--- src/rtl/bitcell_array.sv ---
// bitcell_array: DEPTH x WIDTH word store with a per-word written mask,
// one-cycle registered reads, read-of-unwritten error flag and a
// saturating access counter.
//
// Handshake: an access is accepted at every rising edge where valid=1 and
// rst=0. There is no ready; the block never stalls. rw=1 writes wdata to
// mem[addr]. rw=0 reads mem[addr]. The read result appears in rdata with
// rdata_valid (and rd_err if the word was never written) high for exactly
// the following cycle. With valid=0, rw/addr/wdata are ignored.
module bitcell_array #(
    parameter int WIDTH = 4,
    parameter int DEPTH = 8
) (
    input  logic                     clk,
    input  logic                     rst,
    input  logic                     valid,
    input  logic                     rw,
    input  logic [$clog2(DEPTH)-1:0] addr,
    input  logic [WIDTH-1:0]         wdata,
    output logic [WIDTH-1:0]         rdata,
    output logic                     rdata_valid,
    output logic                     rd_err,
    output logic [7:0]               acc_cnt
);

    logic [WIDTH-1:0] mem [DEPTH];
    logic [DEPTH-1:0] written;

    logic wr_acc;
    logic rd_acc;

    // Reset has priority: nothing is accepted at a reset edge.
    always_comb begin
        wr_acc = valid && rw && !rst;
        rd_acc = valid && !rw && !rst;
    end

    // Word storage; contents survive reset, only the written mask is cleared.
    always_ff @(posedge clk) begin
        if (wr_acc) begin
            mem[addr] <= wdata;
        end
    end

    // Written mask: set on write, cleared by reset.
    always_ff @(posedge clk) begin
        if (rst) begin
            written <= '0;
        end else if (wr_acc) begin
            written[addr] <= 1'b1;
        end
    end

    // Read response: rdata holds between reads; valid/err pulse one cycle.
    always_ff @(posedge clk) begin
        if (rst) begin
            rdata       <= '0;
            rdata_valid <= 1'b0;
            rd_err      <= 1'b0;
        end else begin
            rdata_valid <= rd_acc;
            rd_err      <= rd_acc && !written[addr];
            if (rd_acc) begin
                rdata <= mem[addr];
            end
        end
    end

    // Saturating count of accepted accesses.
    always_ff @(posedge clk) begin
        if (rst) begin
            acc_cnt <= '0;
        end else if ((wr_acc || rd_acc) && (acc_cnt != 8'hFF)) begin
            acc_cnt <= acc_cnt + 8'd1;
        end
    end

endmodule

--- config.mk ---
export PLATFORM = sky130hd
export DESIGN_NAME = bitcell_array
export DESIGN_NICKNAME = d
export VERILOG_FILES = /design/src/rtl/bitcell_array.sv
export SDC_FILE = /design/constraint.sdc
export NUM_CORES = 1
export LEC_CHECK = 0
export CAP_MARGIN = 10
export CELL_PAD_IN_SITES_DETAIL_PLACEMENT = 0
export CELL_PAD_IN_SITES_GLOBAL_PLACEMENT = 1
export CORE_MARGIN = 4
export CORE_UTILIZATION = 40
export DETAILED_ROUTE_END_ITERATION = 7
export GPL_ROUTABILITY_DRIVEN = 1
export PLACE_DENSITY = 0.69
export SLEW_MARGIN = 20
export SYNTH_ARGS = -nofsm -noshare
export SYNTH_HDL_FRONTEND = slang
export SYNTH_SLANG_ARGS = --single-unit
--- constraint.sdc ---
create_clock -name clk -period 2.65 [get_ports clk]
set_input_delay 0.795 -clock clk [delete_from_list [all_inputs] [get_ports clk]]
set_output_delay 0.795 -clock clk [all_outputs]
set_load 0.1 [all_outputs]
==> results.toml, run 1 <==
[floorplanning]
chip_width_um = 82.14
area_of_the_core_region_sq_mm = 0.005205
rows = 26
floorplan.die_area_sq_mm = 0.006746
initial_core_util_pct = 42.24
io-pin-count = 25
die_h_um = 82.14

[synth]
synth-main-ff-cell = "edfxtp_1"
register_bit_count_reported_by_yosys = 54
yosysWarningCount = 0
seq_area_frac_synth_pct = 63.75
synth.distinct_cells = 36
per_instance_average_area_after_synthesis_sq_um = 12.86
syn-instance-count = 171
synth-edff-count = 32
asyncSetResetFlopFracSynth_pct = 0
netlist_area_sq_mm = 0.002198
synth_nets = 183

[global_routing]
number_of_global_route_vias_before_repair = 1377
grt_max_degree = 22
antenna_violations_before_repair = 0
grt_first_pass_wirelength_um = 6858
global_route.overflow_total = 0
track_usage_pct = 14.05

[critical_path]
worst-setup-path-type = "in -> reg"
worst-endpoint-required_ns = 2.85
critPathArrivalTime_ns = 2.41
cp-startpoint = "addr[1]"
worst_setup_path_end_kind = "register"
critical_path.reg2reg.startpoint = "acc_cnt[0]"
worstPathMaxFanout = 13
worst_setup_path_start_kind = "input port"

[clock_network]
tritoncts = "done"
clk-insertion-delay-late_ns = 0.30
deepest_clock_path_buffer_count = 2
sink_count_of_the_clock_tree = 54
cts.htree.levels = 2
cts-buffers-inserted = 5
path_clk_slew_ns = 0.09
cts.hold.buffers_added = 0
cts-resized-gates = 0
postCtsSetupRepairBufs = 0
root_buffer = "clkbuf_8"

[timing]
finalSetupTns_ns = 0
finalSetupViolations = 0
maxClockFrequency_mhz = 452.0
report.final.hold_viol_count = 0
grt_setup_unrepaired = "no"
final_period_minus_worst_setup_slack_ns = 2.212
slew_violations = 0
finClkSkew_ns = 0.008473
tightestPinTransition_ns = 0.4904
min_period_over_period_pct = 83.48
slew_headroom_pct = 67.20

[power]
cellLeakagePower_uw = 0.0009766
cellPowerDensity_mw_per_mm2 = 568.3
power.ir.vdd_worst_v = 0.0002998

[drt]
drt_iter0_markers = 112
vias = 1443
drc = 0
wl_per_cell_um = 15.05
route.detailed.vias_per_inst = 5.063
drt_wl_total_um = 4290
drt.antenna.violating_nets = 0
drt_first_pass_iters = 4

[final_layout]
layout.nets = 226
finished_core_util_pct = 51.47
antenna-diode-count = 0
layout.cells.most_common_list = "35 x nor2_1, 35 x buf_4, 32 x edfxtp_1"
area_growth_pct = 21.86
drive_above_1_share_pct = 21.86
finalNonFillerCells = 285

[place]
place_hpwl_um = 3242
quantity_of_i_o_buffers_inserted_on_ports = 24
gp_congestion = 0.7900
placedCellCount = 277

[job]
number_of_maximum_capacitance_constraint_violations = 0

[hold_path]
min_path_type = "reg -> reg"
hold_path_startpoint = "written[7]"

[outcome]
run_status = "completed"
-- synth_stat cells (3+ instances only) --
| cell | n | area share [%] |
|---|---|---|
| nor2_1 | 35 | 6.0 |
| mux4_2 | 3 | 3.1 |
| mux2i_1 | 11 | 5.0 |
| edfxtp_1 | 32 | 44 |
| o22ai_1 | 5 | 1.4 |
| nor3_1 | 3 | 0.68 |
| nor2b_1 | 3 | 0.85 |
| nand2b_1 | 4 | 1.1 |
| xnor2_1 | 3 | 1.2 |
| nand3_1 | 4 | 0.91 |
| nand2_1 | 5 | 0.85 |
| dfxtp_1 | 22 | 20 |
| o21ai_0 | 5 | 1.1 |
| a211oi_1 | 3 | 1.0 |
| buf_2 | 4 | 0.91 |
-- registers in the layout, indices dropped and copies added, names as in the netlist --
name	count
mem	32
acc_cnt	8
written	8
rdata	4
rd_err	1
rdata_valid	1
-- power breakdown --
part	total [uW]	internal (uW)	switching (uW)
clock network	431	181	250
logic	181	60.9	120
registers	911	902	8.25
total	1520	1140	378
-- worst max-delay path, cell delays in order --
cell and delay, ns:
clkdlybuf4s50_1 0.77, mux4_2 0.39, nor2b_4 0.15, a2111oi_4 0.30
-- cells by family (layout without fill, tap and decap cells) --
group | Yosys count | count (layout) | synth area share [%]
AOI/OAI and AO/OA | 21 | 21 | 7.285
DFF | 54 | 54 | 63.74
xor gates and xnor gates | 4 | 4 | 1.594
adders and majority gates | 1 | 1 | 0.5691
buffers and inverters | 11 | 55 | 2.846
muxes | 15 | 15 | 9.277
and+or+nand+nor | 65 | 65 | 14.68
-- metrics by stage --
| step | hold WS [ns] | cell area [sq um] | total power [uW] | setup WS [ns] |
|---|---|---|---|---|
| finish | 0.4807 | 2679 | 1522 | 0.4378 |
| global route | 0.5117 | 2679 | 1595 | 0.3836 |
| CTS | 0.4856 | 2679 | 1541 | 0.4416 |
| detailed placement | 0.4633 | 2594 | 1112 | 0.1302 |
| global placement | 0.4479 | 2594 | 1109 | 0.1338 |
| floorplan | 0.4348 | 2198 | 1054 | 0.5134 |
-- layer usage --
layer	global-route usage [%]	part of all wire (%)
met1	18.33	45
met4	4.817	1.8
met5	0	0
met2	22.37	49
met3	4.121	4.2
-- cell type report --
type                            instances  area, sq um
Fill cell                             492         2526
Sequential cell                        54         1401
Multi-Input combinational cell        106        734.5
Clock inverter                          3        16.27
Timing Repair Buffer                   45        362.8
Clock buffer                            5        68.82
Inverter                                2        7.507
Tap cell                               70        87.58
-- final timing paths --
check          endpoint  slack, ns  depth (start not counted)
min reg2reg  written[7]       0.48                          2
max              rd_err       0.44                          4
min          written[7]       0.48                          2
max reg2reg  acc_cnt[0]       1.04                          5
Note: power is estimated with default switching activity, not from simulation.
==> run 2, diff against run 1 <==
--- a/config.mk
+++ b/config.mk
@@ -12,7 +12,7 @@
 export CORE_UTILIZATION = 40
 export DETAILED_ROUTE_END_ITERATION = 7
 export GPL_ROUTABILITY_DRIVEN = 1
-export PLACE_DENSITY = 0.69
+export PLACE_DENSITY = 0.72
 export SLEW_MARGIN = 20
 export SYNTH_ARGS = -nofsm -noshare
 export SYNTH_HDL_FRONTEND = slang
==> constraint.sdc (replaced) <==
create_clock -name clk -period 1.8 [get_ports clk]
set_input_delay 0.54 -clock clk [delete_from_list [all_inputs] [get_ports clk]]
set_output_delay 0.54 -clock clk [all_outputs]
set_load 0.1 [all_outputs]
==> run 2 against run 1 <==
- die area is the same
- first-iteration DRC count shrank 37%
- sequential share of layout area shrank 5.6 points
- utilization grew 6.5 points
- highest routed layer unchanged
- critical endpoint is now mem[3][0]
- largest cell class unchanged
- final area grew 13%
- clock-buffer cell count is the same
==> results.toml, run 2 (synthesis results as in run 1) <==
[power]
cellLeakagePower_uw = 0.001100
power.ir.vdd_worst_v = 0.0004817
cellPowerDensity_mw_per_mm2 = 786.1

[drt]
route.detailed.vias_per_inst = 5.017
wl_per_cell_um = 15.67
drt.antenna.violating_nets = 0
drt_wl_total_um = 4684
drc = 0
vias = 1500
drt_first_pass_iters = 4
drt_iter0_markers = 71

[final_layout]
max_reg_flops = 32
drive_above_1_share_pct = 32.75
finished_core_util_pct = 57.98
regMostFlops = "mem"
antenna-diode-count = 0
area_growth_pct = 37.28
layout.nets = 240
largest_registers = "mem: 32 flops, acc_cnt: 8 flops, written: 8 flops"
layout.cells.most_common_list = "34 x nor2_1, 34 x buf_4, 32 x edfxtp_1"

[timing]
report.final.hold_viol_count = 0
slew_headroom_pct = 71.80
final_period_minus_worst_setup_slack_ns = 1.767
finalSetupViolations = 0
maxClockFrequency_mhz = 566.0
tightestPinTransition_ns = 0.4185
grt_setup_unrepaired = "no"
finClkSkew_ns = 0.006969
finalSetupTns_ns = 0
slew_violations = 0
min_period_over_period_pct = 98.15

[global_routing]
global_route.overflow_total = 0
met3_usage_pct = 4.230
grt_first_pass_wirelength_um = 7693
grt_max_degree = 19
globalRouteMet2Util_pct = 25.36
grt_most_used_layer = "met2"
number_of_global_route_vias_before_repair = 1533
grt.met1_usage_pct = 20.18
antenna_violations_before_repair = 0
track_usage_pct = 15.47

[critical_path]
critPathArrivalTime_ns = 1.80
worst-endpoint-required_ns = 1.83
worst_setup_path_end_kind = "register"
worstPathMaxFanout = 6
worst_setup_path_start_kind = "input port"
worst-setup-path-type = "in -> reg"

[clock_network]
cts-buffers-inserted = 5
sink_count_of_the_clock_tree = 54
root_buffer = "clkbuf_8"
path_clk_slew_ns = 0.09
clk-insertion-delay-late_ns = 0.31
cts.htree.levels = 2
postCtsSetupRepairBufs = 0
deepest_clock_path_buffer_count = 2
tritoncts = "done"

[outcome]
run_status = "completed"

[floorplanning]
die_h_um = 82.14
rows = 26
io-pin-count = 25
floorplan.die_area_sq_mm = 0.006746
area_of_the_core_region_sq_mm = 0.005205
chip_width_um = 82.14
initial_core_util_pct = 42.24

[place]
quantity_of_i_o_buffers_inserted_on_ports = 24
place_hpwl_um = 3508
gp_congestion = 0.7968

[hold_path]
min_path_type = "reg -> reg"

[job]
number_of_maximum_capacitance_constraint_violations = 0
[run 2: cell count changes in the layout (fill, tap and decap cells not counted), sizes merged]
cell,before,now
buf,35,49
clkdlybuf4s50,10,9
clkinv,2,1
dlygate4sd2,0,1
inv,2,3
[run 2: where the power goes]
part           total [uW]  internal (uW)  switching [uW]  leakage (uW)
sequential           1350           1330            19.1      0.000470
clock                 695            282             413     0.0000447
combinational         329            142             186      0.000585
total                2370           1750             619       0.00110
[run 2: final timing paths]
check,from,end,slack (ns),depth (start not counted)
setup / recovery,rst,mem[3][0],0.03,4
hold reg to reg,written[5],written[5],0.48,2
hold / removal,written[5],written[5],0.48,2
setup reg to reg,acc_cnt[0],acc_cnt[0],0.24,5
[run 2: area by class of cell]
cell class | instances | area [sq um]
clock buffer | 5 | 68.82
clock inverter | 3 | 25.02
fill | 439 | 2187
inverter | 2 | 7.507
multi-input combinational | 106 | 764.5
sequential | 54 | 1410
tap | 70 | 87.58
timing repair buffer | 59 | 654.4
[run 2: critical path, stage by stage]
cell and delay (ns):
clkdlybuf4s50_1 0.49, nand4b_1 0.36, nor2_2 0.25, buf_4 0.16
[run 2: metrics by stage]
stage / hold WS, ns / area [sq um] / total power, uW / worst slack (ns) / std cells
detailed placement: 0.4631 / 2895 / 1703 / -0.4671 / 291
CTS: 0.4869 / 3000 / 2403 / 0.06914 / 299
global route: 0.5119 / 3018 / 2469 / 0.008539 / 299
floorplan: 0.4348 / 2207 / 1553 / -0.07274 / 171
finish: 0.4794 / 3018 / 2372 / 0.03331 / 299
global placement: 0.4480 / 2895 / 1699 / -0.4704 / 291
[run 2: per-layer routing]
| metal | vias up | wire length (um) |
|---|---|---|
| met5 | - | 0 |
| met4 | 0 | 33 |
| met3 | 6 | 150 |
| met2 | 23 | 2347 |
| met1 | 726 | 2153 |
| li1 | 745 | - |
[run 2: timing repair]
action	in CTS	in global routing
gates resized for setup	4	3
endpoints found under the setup margin	28	3
hold buffers	0	0
pin swaps	0	0
==> run 3, diff against run 2 <==
--- a/config.mk
+++ b/config.mk
@@ -13,6 +13,7 @@
 export DETAILED_ROUTE_END_ITERATION = 7
 export GPL_ROUTABILITY_DRIVEN = 1
 export PLACE_DENSITY = 0.72
+export SETUP_SLACK_MARGIN = 0.5
 export SLEW_MARGIN = 20
 export SYNTH_ARGS = -nofsm -noshare
 export SYNTH_HDL_FRONTEND = slang
==> run 3 against run 2 <==
- die area did not move
- register-to-register slack improved by 0.22 ns
- combinational power rose by 28%
- final area rose by 17%
- final cell count rose by 7.4%
- first-iteration DRC count rose by 83%
- routed wire length rose by 19%
- critical path type is now reg -> out
- highest routed layer unchanged
==> results.toml, run 3 (synthesis results as in run 1) <==
[clock_network]
cts-buffers-inserted = 5
root_buffer = "clkbuf_8"
clk-insertion-delay-late_ns = 0.31
cts.htree.levels = 2
tritoncts = "done"
sink_count_of_the_clock_tree = 54
path_clk_slew_ns = 0.09
deepest_clock_path_buffer_count = 2
cts.hold.buffers_added = 0

[final_layout]
largest_registers = "mem: 32 flops, acc_cnt: 8 flops, written: 8 flops"
antenna-diode-count = 0
max_reg_flops = 32
final_area_sq_mm = 0.003516
finalNonFillerCells = 321
drive_above_1_share_pct = 53.39
most_common_cell_after_layout_fill_and_taps_aside = "edfxtp_1"
layout.nets = 262
layout.cells.most_common_list = "32 x edfxtp_1, 30 x buf_4, 26 x nor2_1"
regMostFlops = "mem"
area_growth_pct = 59.93

[global_routing]
global_route.overflow_total = 0
grt_max_degree = 16
grt_first_pass_wirelength_um = 8832
number_of_global_route_vias_before_repair = 1680
track_usage_pct = 17.85
antenna_violations_before_repair = 0

[drt]
drc = 0
wl_per_cell_um = 17.41
drt_iter0_markers = 130
drt_first_pass_iters = 4
drt.antenna.violating_nets = 0
vias = 1662
route.detailed.vias_per_inst = 5.178
drt_wl_total_um = 5590

[power]
switchingPower_uw = 612.5
power.share.switching_pct = 25.51
cellPowerDensity_mw_per_mm2 = 682.9
cellLeakagePower_uw = 0.001288
p_int_uw = 1788
power.ir.vdd_worst_v = 0.0005273
share_comb_of_total_power_pct = 17.6
share_of_power_burned_in_the_clock_network_pct = 26.6
seqPwrFrac_pct = 55.9

[floorplanning]
die_h_um = 82.14
chip_width_um = 82.14
floorplan.die_area_sq_mm = 0.006746
area_of_the_core_region_sq_mm = 0.005205
initial_core_util_pct = 42.24
io-pin-count = 25
rows = 26

[timing]
tightestPinTransition_ns = 0.3119
setup_ws_ns = 0.3902
slew_violations = 0
report.final.hold_viol_count = 0
finalSetupViolations = 0
min_period_over_period_pct = 78.32
grt_setup_unrepaired = "yes"
final_period_minus_worst_setup_slack_ns = 1.410
maxClockFrequency_mhz = 709.3
finClkSkew_ns = 0.009090
slew_headroom_pct = 79.14
finalSetupTns_ns = 0

[outcome]
run_status = "completed"

[critical_path]
cp_slowest_stage_delay_ns = 0.39
worst-endpoint-required_ns = 1.26
worst-setup-path-type = "reg -> out"
worst_path_max_delay_cell = "dfxtp_4"
worstPathMaxFanout = 3
critical_path.reg2reg.startpoint = "acc_cnt[0]"
critPathArrivalTime_ns = 0.87
worst_setup_path_start_kind = "register"
worst-path-buf-inv = 1
worst_setup_path_end_kind = "primary output"
rr_endpoint = "acc_cnt[0]"
rrSetupSlack_ns = 0.46
reg2reg_depth = 6
crit_family = "flip-flops"
crit_chain = "buf_12"

[hold_path]
hold_path_startpoint = "written[2]"
min_path_type = "reg -> reg"
hold_path_end = "written[2]"
worstHoldPathCells = 2

[place]
post-place-ws_ns = -0.3921
gp_congestion = 0.8340
postPlaceCellArea_sq_mm = 0.002962
place_hpwl_um = 3794
placedCellCount = 288
quantity_of_i_o_buffers_inserted_on_ports = 24

[job]
number_of_maximum_capacitance_constraint_violations = 0
-- run 3: power by group through the flow --
stage          clock network (uW)  logic, uW  registers, uW
2_1_floorplan                   0        116           1450
3_3_place_gp                    0        326           1370
3_5_place_dp                    0        331           1370
4_1_cts                       656        394           1340
5_1_grt                       689        444           1340
6_report                      638        422           1340
-- run 3: worst reg2reg max path: cells and delay by family (launching register included) --
kind | cells | cell delay (ns)
XOR/XNOR | 1 | 0.17
AND/OR/NAND/NOR | 2 | 0.19
adder cells (fa/ha/maj) | 1 | 0.14
flip-flops | 1 | 0.39
AO/OA/AOI/OAI | 1 | 0.24
buffers and inverters | 1 | 0.11
-- run 3: worst max path at each step --
stage               start         end  slack (ns)  cells past startpoint
6_report       acc_cnt[0]  acc_cnt[0]        0.39                      1
5_1_grt        acc_cnt[4]  acc_cnt[4]        0.36                      1
3_3_place_gp      addr[0]      rd_err       -0.36                      5
3_5_place_dp      addr[0]   mem[2][1]       -0.39                      5
2_1_floorplan     addr[0]   mem[1][0]        0.16                      4
4_1_cts        acc_cnt[0]  acc_cnt[0]        0.39                      1
-- run 3: cell type report --
type | count | area, sq um
Inverter | 2 | 7.507
Clock inverter | 2 | 8.758
Fill cell | 380 | 1689
Tap cell | 70 | 87.58
Multi-Input combinational cell | 106 | 968.4
Timing Repair Buffer | 81 | 932.1
Clock buffer | 6 | 72.57
Sequential cell | 54 | 1439
-- run 3: what timing repair did --
item,in CTS,in global routing
endpoints found under the setup margin,68,63
setup buffers,19,4
cloned,1,1
pin swaps,21,19
resized for setup,69,24
-- run 3: metrics by stage --
step | power, uW | hold slack (ns) | utilization (%)
after CTS | 2390 | 0.4866 | 64.71
after floorplan | 1569 | 0.4299 | -
after global placement | 1697 | 0.4522 | 56.90
after detailed placement | 1704 | 0.4661 | 56.90
after global routing | 2477 | 0.5085 | 67.55
final | 2401 | 0.4741 | 67.55
-- run 3: metal layers --
metal / part of all wire, % / GRT usage, % / wire [um] / up-vias
li1: - / - / - / 793
met1: 45 / 23.58 / 2503 / 830
met2: 51 / 30.05 / 2834 / 31
met3: 3.1 / 3.254 / 172 / 8
met4: 1.4 / 5.150 / 80 / 0
met5: 0 / 0 / 0 / -
